$ cat src/rtl/eth_pkg.sv
// Shared Ethernet rx/tx definitions: FSM state encoding, framing bytes and CRC-32 constants.
package eth_pkg;

    typedef enum logic [1:0] {
        IDLE     = 2'd0,
        PREAMBLE = 2'd1,
        DATA     = 2'd2,
        DROP     = 2'd3
    } rx_state_t;

    localparam logic [7:0]  PREAMBLE_BYTE = 8'h55;
    localparam logic [7:0]  SFD_BYTE      = 8'hD5;

    localparam logic [31:0] CRC32_POLY    = 32'h04C11DB7;
    localparam logic [31:0] CRC32_INIT    = 32'hFFFFFFFF;
    // Good-frame residue expressed in normal (MSB-first) bit order.
    localparam logic [31:0] CRC32_RESIDUE = 32'hC704DD7B;

    function automatic logic [31:0] bit_rev32(input logic [31:0] x);
        logic [31:0] r;
        r = '0;
        for (int i = 0; i < 32; i++) begin
            r[i] = x[31 - i];
        end
        return r;
    endfunction

endpackage

$ cat src/rtl/rgmii_rx_framer_if.sv
// Rx byte bus from the RGMII capture stage and the framed byte stream towards the MAC.
interface rgmii_rx_framer_if;

    logic [7:0] rx_data;
    logic       rx_dv;
    logic       rx_er;

    logic [7:0] data;
    logic       valid;
    logic       last;
    logic       err;

    // master: capture stage / consumer side; slave: the framer itself
    modport master (
        output rx_data, rx_dv, rx_er,
        input  data, valid, last, err
    );

    modport slave (
        input  rx_data, rx_dv, rx_er,
        output data, valid, last, err
    );

endinterface

$ cat src/rtl/crc32_d8.sv
// Combinational reflected CRC-32 next-state for one byte per cycle (LSB of the byte first).
module crc32_d8
    import eth_pkg::*;
(
    input  logic [31:0] crc,
    input  logic [7:0]  data,
    output logic [31:0] next_c
);

    localparam logic [31:0] POLY_REFL = bit_rev32(CRC32_POLY);

    always_comb begin
        next_c = crc;
        for (int i = 0; i < 8; i++) begin
            if (next_c[0] ^ data[i]) begin
                next_c = (next_c >> 1) ^ POLY_REFL;
            end else begin
                next_c = next_c >> 1;
            end
        end
    end

endmodule

$ cat src/rtl/rgmii_rx_framer.sv
// RGMII receive framer: strips preamble/SFD, streams frame bytes with valid/last/err, counts frames.
// Optional FCS checking is built when RGMII_RX_CRC_CHECK_EN is defined.
module rgmii_rx_framer
    import eth_pkg::*;
#(
    parameter int unsigned MIN_LEN = 64,
    parameter int unsigned MAX_LEN = 1522,
    parameter int unsigned PRE_MIN = 1,
    parameter int unsigned CNT_W   = 16
) (
    input  logic             clk,
    input  logic             rst_n,
    rgmii_rx_framer_if.slave bus,
    output logic [CNT_W-1:0] frame_cnt,
    output logic [CNT_W-1:0] err_cnt
);

    localparam int unsigned LEN_W = $clog2(MAX_LEN + 2);
    localparam int unsigned PRE_W = $clog2(PRE_MIN + 1) + 1;

    localparam logic [1:0] ST_IDLE     = 2'(IDLE);
    localparam logic [1:0] ST_PREAMBLE = 2'(PREAMBLE);
    localparam logic [1:0] ST_DATA     = 2'(DATA);
    localparam logic [1:0] ST_DROP     = 2'(DROP);

    logic [1:0]       state_q, state_d;
    logic [PRE_W-1:0] pre_cnt_q, pre_cnt_d;
    logic [LEN_W-1:0] len_q, len_d;
    logic [7:0]       hold_q, hold_d;
    logic             sticky_q, sticky_d;
    logic [7:0]       data_q, data_d;
    logic             valid_q, valid_d;
    logic             last_q, last_d;
    logic             err_q, err_d;
    logic [CNT_W-1:0] frame_cnt_q, frame_cnt_d;
    logic [CNT_W-1:0] err_cnt_q, err_cnt_d;
    logic             runt_c;
    logic             fcs_bad_c;

`ifdef RGMII_RX_CRC_CHECK_EN
    logic [31:0] crc_q;
    logic [31:0] crc_next_c;

    crc32_d8 u_crc (
        .crc    (crc_q),
        .data   (bus.rx_data),
        .next_c (crc_next_c)
    );

    // Seeded throughout the preamble so the first frame byte starts from INIT.
    always_ff @(posedge clk or negedge rst_n) begin
        if (!rst_n) begin
            crc_q <= CRC32_INIT;
        end else if (state_q == ST_PREAMBLE) begin
            crc_q <= CRC32_INIT;
        end else if (state_q == ST_DATA && bus.rx_dv) begin
            crc_q <= crc_next_c;
        end
    end

    assign fcs_bad_c = (bit_rev32(crc_q) != CRC32_RESIDUE);
`else
    assign fcs_bad_c = 1'b0;
`endif

    // len_q counts bytes loaded so far, so it is the frame length once dv falls.
    assign runt_c = (len_q < LEN_W'(MIN_LEN));

    always_ff @(posedge clk or negedge rst_n) begin
        if (!rst_n) begin
            state_q     <= ST_IDLE;
            pre_cnt_q   <= '0;
            len_q       <= '0;
            hold_q      <= '0;
            sticky_q    <= 1'b0;
            data_q      <= '0;
            valid_q     <= 1'b0;
            last_q      <= 1'b0;
            err_q       <= 1'b0;
            frame_cnt_q <= '0;
            err_cnt_q   <= '0;
        end else begin
            state_q     <= state_d;
            pre_cnt_q   <= pre_cnt_d;
            len_q       <= len_d;
            hold_q      <= hold_d;
            sticky_q    <= sticky_d;
            data_q      <= data_d;
            valid_q     <= valid_d;
            last_q      <= last_d;
            err_q       <= err_d;
            frame_cnt_q <= frame_cnt_d;
            err_cnt_q   <= err_cnt_d;
        end
    end

    always_comb begin
        state_d     = state_q;
        pre_cnt_d   = pre_cnt_q;
        len_d       = len_q;
        hold_d      = hold_q;
        sticky_d    = sticky_q;
        data_d      = data_q;
        valid_d     = 1'b0;
        last_d      = 1'b0;
        err_d       = 1'b0;
        frame_cnt_d = frame_cnt_q;
        err_cnt_d   = err_cnt_q;

        case (state_q)
            ST_IDLE: begin
                if (bus.rx_dv) begin
                    if (bus.rx_data == PREAMBLE_BYTE) begin
                        state_d   = ST_PREAMBLE;
                        pre_cnt_d = PRE_W'(1);
                    end else begin
                        state_d   = ST_DROP;
                        err_cnt_d = err_cnt_q + CNT_W'(1);
                    end
                end
            end

            ST_PREAMBLE: begin
                if (!bus.rx_dv) begin
                    state_d = ST_IDLE;
                end else if (bus.rx_data == PREAMBLE_BYTE) begin
                    if (pre_cnt_q != '1) begin
                        pre_cnt_d = pre_cnt_q + PRE_W'(1);
                    end
                end else if (bus.rx_data == SFD_BYTE && pre_cnt_q >= PRE_W'(PRE_MIN)) begin
                    state_d  = ST_DATA;
                    len_d    = '0;
                    sticky_d = 1'b0;
                end else begin
                    state_d   = ST_DROP;
                    err_cnt_d = err_cnt_q + CNT_W'(1);
                end
            end

            ST_DATA: begin
                if (!bus.rx_dv) begin
                    state_d = ST_IDLE;
                    if (len_q == '0) begin
                        err_cnt_d = err_cnt_q + CNT_W'(1);
                    end else begin
                        data_d  = hold_q;
                        valid_d = 1'b1;
                        last_d  = 1'b1;
                        err_d   = sticky_q | runt_c | fcs_bad_c;
                        if (err_d) begin
                            err_cnt_d = err_cnt_q + CNT_W'(1);
                        end else begin
                            frame_cnt_d = frame_cnt_q + CNT_W'(1);
                        end
                    end
                end else if (len_q == LEN_W'(MAX_LEN)) begin
                    // Byte MAX_LEN+1: close the frame as a giant and discard the rest.
                    state_d   = ST_DROP;
                    data_d    = hold_q;
                    valid_d   = 1'b1;
                    last_d    = 1'b1;
                    err_d     = 1'b1;
                    err_cnt_d = err_cnt_q + CNT_W'(1);
                end else begin
                    if (len_q != '0) begin
                        data_d  = hold_q;
                        valid_d = 1'b1;
                    end
                    hold_d   = bus.rx_data;
                    len_d    = len_q + LEN_W'(1);
                    sticky_d = sticky_q | bus.rx_er;
                end
            end

            ST_DROP: begin
                if (!bus.rx_dv) begin
                    state_d = ST_IDLE;
                end
            end

            default: begin
                state_d = ST_IDLE;
            end
        endcase
    end

    assign bus.data  = data_q;
    assign bus.valid = valid_q;
    assign bus.last  = last_q;
    assign bus.err   = err_q;
    assign frame_cnt = frame_cnt_q;
    assign err_cnt   = err_cnt_q;

endmodule

$ cat src/flat_wrapper.sv
// flat-port wrapper written by rule: the top's interface ports become plain ports
module rgmii_rx_framer_flat import eth_pkg::*;
#(
    parameter int unsigned MIN_LEN = 64,
    parameter int unsigned MAX_LEN = 1522,
    parameter int unsigned PRE_MIN = 1,
    parameter int unsigned CNT_W   = 16
)
  (clk, rst_n, frame_cnt, err_cnt, bus_rx_data, bus_rx_dv, bus_rx_er, bus_data, bus_valid, bus_last, bus_err);
  rgmii_rx_framer_if bus_i ();
  input  logic clk;
  input  logic rst_n;
  output logic [CNT_W-1:0] frame_cnt;
  output logic [CNT_W-1:0] err_cnt;
  input wire logic [$bits(bus_i.rx_data)-1:0] bus_rx_data;
  input wire logic [$bits(bus_i.rx_dv)-1:0] bus_rx_dv;
  input wire logic [$bits(bus_i.rx_er)-1:0] bus_rx_er;
  output wire logic [$bits(bus_i.data)-1:0] bus_data;
  output wire logic [$bits(bus_i.valid)-1:0] bus_valid;
  output wire logic [$bits(bus_i.last)-1:0] bus_last;
  output wire logic [$bits(bus_i.err)-1:0] bus_err;
  assign bus_i.rx_data = bus_rx_data;
  assign bus_i.rx_dv = bus_rx_dv;
  assign bus_i.rx_er = bus_rx_er;
  assign bus_data = bus_i.data;
  assign bus_valid = bus_i.valid;
  assign bus_last = bus_i.last;
  assign bus_err = bus_i.err;
  rgmii_rx_framer #(.MIN_LEN(MIN_LEN), .MAX_LEN(MAX_LEN), .PRE_MIN(PRE_MIN), .CNT_W(CNT_W)) u_core (.clk(clk), .rst_n(rst_n), .bus(bus_i), .frame_cnt(frame_cnt), .err_cnt(err_cnt));
endmodule
$ cat config.mk
export PLATFORM = sky130hd
export DESIGN_NAME = rgmii_rx_framer_flat
export DESIGN_NICKNAME = d
export VERILOG_FILES = /design/src/rtl/eth_pkg.sv /design/src/rtl/rgmii_rx_framer_if.sv /design/src/rtl/crc32_d8.sv /design/src/rtl/rgmii_rx_framer.sv /design/src/flat_wrapper.sv
export SDC_FILE = /design/constraint.sdc
export NUM_CORES = 1
export LEC_CHECK = 0
export BUFFER_PORTS_ARGS = -buffer_cell sky130_fd_sc_hd__buf_2
export CAP_MARGIN = 20
export CORE_MARGIN = 4
export CORE_UTILIZATION = 35
export DETAILED_ROUTE_END_ITERATION = 8
export GPL_TIMING_DRIVEN = 1
export PLACE_DENSITY_LB_ADDON = 0.08
export REMOVE_ABC_BUFFERS = 1
export SLEW_MARGIN = 5
export SYNTH_ARGS = -nofsm -noshare
export SYNTH_HDL_FRONTEND = slang
export SYNTH_HIERARCHICAL = 1
export SYNTH_SLANG_ARGS = --single-unit
$ cat constraint.sdc
create_clock -name clk -period 3.98 [get_ports clk]
set_input_delay 0.199 -clock clk [delete_from_list [all_inputs] [get_ports clk]]
set_output_delay 0.199 -clock clk [all_outputs]
set_load 0.02 [all_outputs]
==> run summary, run 1 <==
Worst Path Buf+Inv - 1
Netlist cell types - 51
Mapped Area - 0.00325 sq mm
Vias - 2325
Max-slew headroom - 0.558
Site row count - 34
Ys flop type - dfrtp_1
PortBufs - 54
Clk sinks - 67
Cell Pwr Density - 467 mW/mm^2
Peak supply drop - 0.319 mV
Share of cells above drive strength 1 - 0.307
# DRC - 0
Tot GR Track Use - 0.137
Largest net degree at the start of global routing - 44
H-tree levels - 3
Crit-path max FO - 15
Yosys top cell area share - 0.515
Routability Congestion - 0.784
Vias in the first global route - 2402
Setup CP Type - flip-flop to flip-flop
CTS tree - yes
Final-report max-slew violation count - 0
Final worst path period share - 0.621
Nets - 363
Crit path cell chain - inv_1, ha_1, nor4b_4, a41oi_4, a211oi_4, nand2_2, mux2_1
Setup bufs post-CTS - 0
Clock transition at path regs - 0.07 ns
Die Ht - 104 microns
Hold/Removal Path Class - input port to flip-flop
Clock latency on the worst-skew pair - 0.34 ns
Max Cap Viol - 0
# IOs - 55
Post-DP HPWL - 4880 microns
Root buf cell - clkbuf_8
Ranking of synthesized cells by area - dfrtp_1 52%, xnor2_1 6.7%, mux2_2 5.9%
Fin. Hold Viols - 0
Initial DRT Pass Iterations - 4
Syn Inst Count - 284
Fin crit period - 2.47 ns
Status - finished, final reports clean
Cell taking the most area after synthesis - dfrtp_1
Core footprint - 0.00889 sq mm
Setup TNS - 0 ns
Syn. warnings - 6
Worst stage delay on the critical path - 0.66 ns
Flops & latches, synth - 67
DRT Wirelength - 6960 microns
Vias/cell - 5.09
Initial Util - 0.366
Chip width - 104 microns
FMAX - 0.405 GHz
Endpoints failing setup - 0
Pwr Total - 1.79 mW
First-pass GRT wire length - 12100 microns
Sequential-to-total area share from yosys stat - 0.515
ANT nets after route - 0
WHS - 0.110 ns
Pleak - 1.71 nW
Crit path DAT - 2.70 ns
Die area - 0.0109 sq mm
Worst slew pin tran - 0.661 ns
WL/cell - 15.2 microns
Initial antenna violation count - 0
Max clock buf depth - 2
Area growth syn-to-layout - 18.0%
TritonCTS Buffers - 9
Worst setup SP type - flip-flop
Worst path slowest cell - a211oi_4
Number of flops mapped to enable cells by yosys - 0
Clock Skews - 0.00595 ns
Placed insts - 439
Syn_area_per_cell - 11.5 sq um
Crit path max-delay family - compound AO/OA/AOI/OAI gates
Filler instances - 865
Antenna diodes - 0
Unrepaired setup endpoints after global routing - false
GRT Residual Overflow - 0
1st-iter DRT viols - 76
Asr flop ratio synth - 1.00
Critical Path RT - 4.21 ns
Fin cells - 457
Critical path capture point type - flip-flop
[layout make-up]
| class | count | area [sq um] | share of cell area |
|---|---|---|---|
| tap | 108 | 135 | 0.0352 |
| clock buffer | 12 | 155 | 0.0404 |
| multi-input combinational | 197 | 1490 | 0.387 |
| inverter | 10 | 37.5 | 0.00978 |
| timing repair buffer | 59 | 323 | 0.0841 |
| sequential | 67 | 1680 | 0.437 |
| clock inverter | 4 | 25.0 | 0.00652 |
[path summary, 6_finish.rpt]
kind,slack (ns),from,depth (start not counted),endpoint
min in group asynchronous,0.21,rst_n,2,u_core/bus.valid
min,0.11,bus_rx_data[2],2,u_core/hold_q[2]
min reg2reg,0.48,u_core/frame_cnt[15],1,u_core/frame_cnt[15]
max,1.51,u_core/len_q[0],7,u_core/err_cnt[1]
max in group asynchronous,3.23,rst_n,3,u_core/frame_cnt[10]
max reg2reg,1.51,u_core/len_q[0],7,u_core/err_cnt[1]
[cells by family (layout without fill, tap and decap cells)]
logic type,Yosys count,after routing,synth area share
AOI/OAI and AO/OA,42,42,0.0996
DFF,67,67,0.515
and+or+nand+nor,99,99,0.185
adders and majority gates,7,7,0.0269
buffers and inverters,20,85,0.0277
muxes,19,19,0.0654
xor gates and xnor gates,30,30,0.0807
[layer usage]
| layer | track usage | share of wire |
|---|---|---|
| met1 | 0.187 | 0.49 |
| met3 | 0.0391 | 0.040 |
| met5 | 0 | 0 |
| met4 | 0.0427 | 0.011 |
| met2 | 0.210 | 0.45 |
[report_power, final]
group          total [mW]  switching [mW]  leakage (nW)  internal, mW
combinational       0.401           0.235         0.776         0.166
sequential          0.876          0.0954         0.843         0.781
clock               0.516           0.258        0.0884         0.258
[worst reg2reg max path, stage by stage (launching register included)]
cell	delay (ns)
dfrtp_1	0.46
inv_1	0.11
ha_1	0.16
nor4b_4	0.26
a41oi_4	0.23
a211oi_4	0.66
nand2_2	0.14
mux2_1	0.34
[flip-flops by register name, indices dropped and copies added, names as in the netlist]
name / flops
u_core/bus.valid: 1
u_core/sticky_q: 1
u_core/bus.last: 1
u_core/bus.err: 1
u_core/pre_cnt_q: 2
u_core/frame_cnt: 16
u_core/bus.data: 8
u_core/err_cnt: 16
u_core/state_q: 2
u_core/len_q: 11
u_core/hold_q: 8
[synth_stat cells (all sizes together), types with 5 or more instances]
master and count:
a21oi 6, and3 10, buf 7, dfrtp 67, ha 7, inv 10, mux2 18, nand2 16
nand3 17, nand4 16, nor2 11, nor3 6, nor4 5, o21ai 12, o31ai 8, xnor2 25
xor2 5
[layout by cell type (no fill, tap or decap), types with 4 or more instances in the layout]
cell / synthesis / final
dfrtp_1: 67 / 67
buf_2: 5 / 54
xnor2_1: 25 / 25
mux2_2: 17 / 17
nand3_1: 17 / 17
nand4_1: 15 / 15
nand2_1: 15 / 15
o21ai_0: 12 / 12
clkbuf_8: 0 / 11
nor2_1: 11 / 11
inv_1: 10 / 10
and3_1: 10 / 10
o31ai_1: 8 / 8
ha_1: 7 / 7
a21oi_1: 5 / 5
xor2_1: 5 / 5
nor3_1: 4 / 4
a31oi_1: 4 / 4
[stage by stage]
step	util	area [sq um]	worst slack, ns
CTS	0.429	3810	1.51
global placement	0.407	3620	1.57
global route	0.432	3840	1.35
detailed placement	0.408	3630	1.53
floorplan	-	3200	1.71
finish	0.432	3840	1.51
[repair_timing]
| item | 4_1_cts | 5_1_grt |
|---|---|---|
| endpoints found under the hold margin | 0 | 42 |
| gates resized for setup | 0 | 0 |
| hold buffers | 0 | 1 |
Power figures use the tool's default switching activity.
==> inputs of run 2 (changes only) <==
==> constraint.sdc (replaced) <==
create_clock -name clk -period 2.5 [get_ports clk]
set_input_delay 0.125 -clock clk [delete_from_list [all_inputs] [get_ports clk]]
set_output_delay 0.125 -clock clk [all_outputs]
set_load 0.02 [all_outputs]
==> run summary, run 2 (synthesized netlist as in run 1, its figures left out) <==
Max Cap Viol - 0 (unchanged)
GRT busiest layer - met2
Routability Congestion - 0.814 (+3.8%)
Max-slew headroom - 0.583 (+0.0251)
Hold Crit Start - bus_rx_data[6]
Peak supply drop - 0.485 mV (+52%)
Sequential share of power - 0.436 (-0.053)
Core footprint - 0.00889 sq mm (unchanged)
Max clock buf depth - 2 (unchanged)
Vias - 2349 (+1.0%)
Critical path capture point type - flip-flop
Worst Hold End - u_core/hold_q[6]
Worst setup SP type - flip-flop
GRT met1 Usage - 0.191 (+0.00443)
Fin crit period - 2.23 ns (-0.237 ns)
Clock Skews - 0.0119 ns (+0.00593 ns)
CTS tree - yes
Comb power frac - 0.201 (-0.023)
Worst slew pin tran - 0.626 ns (-0.0356 ns)
Pwr Total - 3.20 mW (+78%)
Worst Path Buf+Inv - 2 (+1)
Pleak - 1.77 nW (+3.6%)
Clock power frac - 0.363 (+0.075)
Worst Setup SP - u_core/len_q[0]
Initial Util - 0.366 (unchanged)
Clock latency on the worst-skew pair - 0.34 ns (about the same)
Setup TNS - 0 ns (unchanged)
Initial antenna violation count - 0 (unchanged)
Fin. Hold Viols - 0 (unchanged)
ANT nets after route - 0 (unchanged)
Final-report max-slew violation count - 0 (unchanged)
Largest net degree at the start of global routing - 27 (-39%)
Worst stage delay on the critical path - 0.46 ns (-0.20 ns)
Unrepaired setup endpoints after global routing - false
Vias/cell - 5.08 (about the same)
FMAX - 0.448 GHz (+11%)
Hold/Removal Path Class - input port to flip-flop
Root buf cell - clkbuf_8
Resize count post-CTS - 0 (unchanged)
Most frequent cells in the layout - 67 x dfrtp_1, 54 x buf_2, 25 x xnor2_1, 17 x mux2_2, 17 x nand3_1
Fin cells - 462 (+1.1%)
Crit path cell chain - inv_1, ha_1, nor4b_4, a41oi_4, a211oi_4, buf_4, nand4_1, xnor2_1
Area growth syn-to-layout - 21.2%
Antenna diodes - 0 (unchanged)
PortBufs - 54 (unchanged)
Finished Core Util - 0.444 (+0.0117)
Cell Pwr Density - 811 mW/mm^2 (+74%)
Status - finished, final reports clean
Share of cells above drive strength 1 - 0.319 (+0.0126)
M3 GR Usage - 0.0335 (-0.00559)
Final worst path period share - 0.894 (+0.273)
Pre-CTS setup slack - 0.298 ns (-1.23 ns)
GRT Residual Overflow - 0 (unchanged)
DRT Wirelength - 7060 microns (+1.3%)
Crit path max-delay family - compound AO/OA/AOI/OAI gates
Initial DRT Pass Iterations - 4 (unchanged)
Net Sw Power - 964 uW (+64%)
# DRC - 0 (unchanged)
WHS - 0.0297 ns (-0.0799 ns)
Tot GR Track Use - 0.138 (+0.000719)
Post-route cell area - 0.00394 sq mm (+2.7%)
Crit-path max FO - 11 (-4)
Commonest non-fill, non-tap cell in the layout - dfrtp_1
Clock transition at path regs - 0.08 ns (about the same)
Internal power - 2.23 mW (+85%)
1st-iter DRT viols - 81 (+6.6%)
# IOs - 55 (unchanged)
Sw Share - 0.301 (-0.0267)
Chip width - 104 microns (unchanged)
Final setup margin - 0.266 ns (-1.24 ns)
Critical Path RT - 2.72 ns (-1.49 ns)
Placed insts - 445 (+1.4%)
Die Ht - 104 microns (unchanged)
TritonCTS Buffers - 9 (unchanged)
WL/cell - 15.3 microns (+0.22%)
Vias in the first global route - 2398 (-0.17%)
Setup CP Type - flip-flop to flip-flop
Worst path slowest cell - dfrtp_1
Crit path DAT - 2.46 ns (-0.24 ns)
Setup bufs post-CTS - 0 (unchanged)
Crit Reg-Reg Startpoint - u_core/len_q[0]
Reg2reg end - u_core/err_cnt[13]
Worst r2r path cells - 8 (+1)
Endpoints failing setup - 0 (unchanged)
Clk sinks - 67 (unchanged)
Hold Crit Depth - 2 (unchanged)
Reg2Reg Setup Slack - 0.27 ns (-1.24 ns)
Die area - 0.0109 sq mm (unchanged)
Nets - 368 (+1.4%)
Site row count - 34 (unchanged)
Post-DP HPWL - 5020 microns (+2.7%)
Met2 GRT Util - 0.211 (+0.000461)
H-tree levels - 3 (unchanged)
Placement Cell Area - 0.00367 sq mm (+1.2%)
First-pass GRT wire length - 12300 microns (+0.96%)
-- run 2: changes by cell type in the layout (fill, tap and decap cells not counted), sizes merged --
cell,before,now
bufinv,0,3
clkinvlp,2,0
clkinv,2,1
clkbuf,12,11
buf,58,63
inv,10,11
-- run 2: layer usage --
| metal | wire, microns | part of all wire |
|---|---|---|
| met1 | 3530 | 0.50 |
| met3 | 235 | 0.033 |
| met4 | 89 | 0.013 |
| met5 | 0 | 0 |
| met2 | 3200 | 0.45 |
-- run 2: power by group through the flow --
stage / sequential, mW / clock (mW) / combinational (mW)
final: 1.39 / 1.16 / 0.643
after global routing: 1.43 / 1.23 / 0.708
after CTS: 1.40 / 1.19 / 0.653
after detailed placement: 1.42 / 0 / 0.649
after global placement: 1.41 / 0 / 0.647
after floorplan: 1.53 / 0 / 0.280
-- run 2: worst max path at each step --
stage	endpoint	slack [ns]	depth (start not counted)
2_1_floorplan	u_core/len_q[2]	0.23	5
3_3_place_gp	u_core/err_cnt[3]	0.33	8
3_5_place_dp	u_core/err_cnt[3]	0.30	8
4_1_cts	u_core/err_cnt[9]	0.27	8
5_1_grt	u_core/err_cnt[13]	0.06	8
6_report	u_core/err_cnt[13]	0.27	8
-- run 2: cell type report --
type | count | area (sq um)
fillers | 863 | 4950
flip-flops and latches | 67 | 1680
multi-input cells | 197 | 1490
repair buffers | 64 | 348
clock buffers | 11 | 151
well taps | 108 | 135
clock inverters | 5 | 108
inverters | 10 | 37.5
-- run 2: repair_timing --
action / CTS / global route
hold buffers: 1 / 0
endpoints found under the setup margin: 0 / 0
hold endpoints to repair: 24 / 0
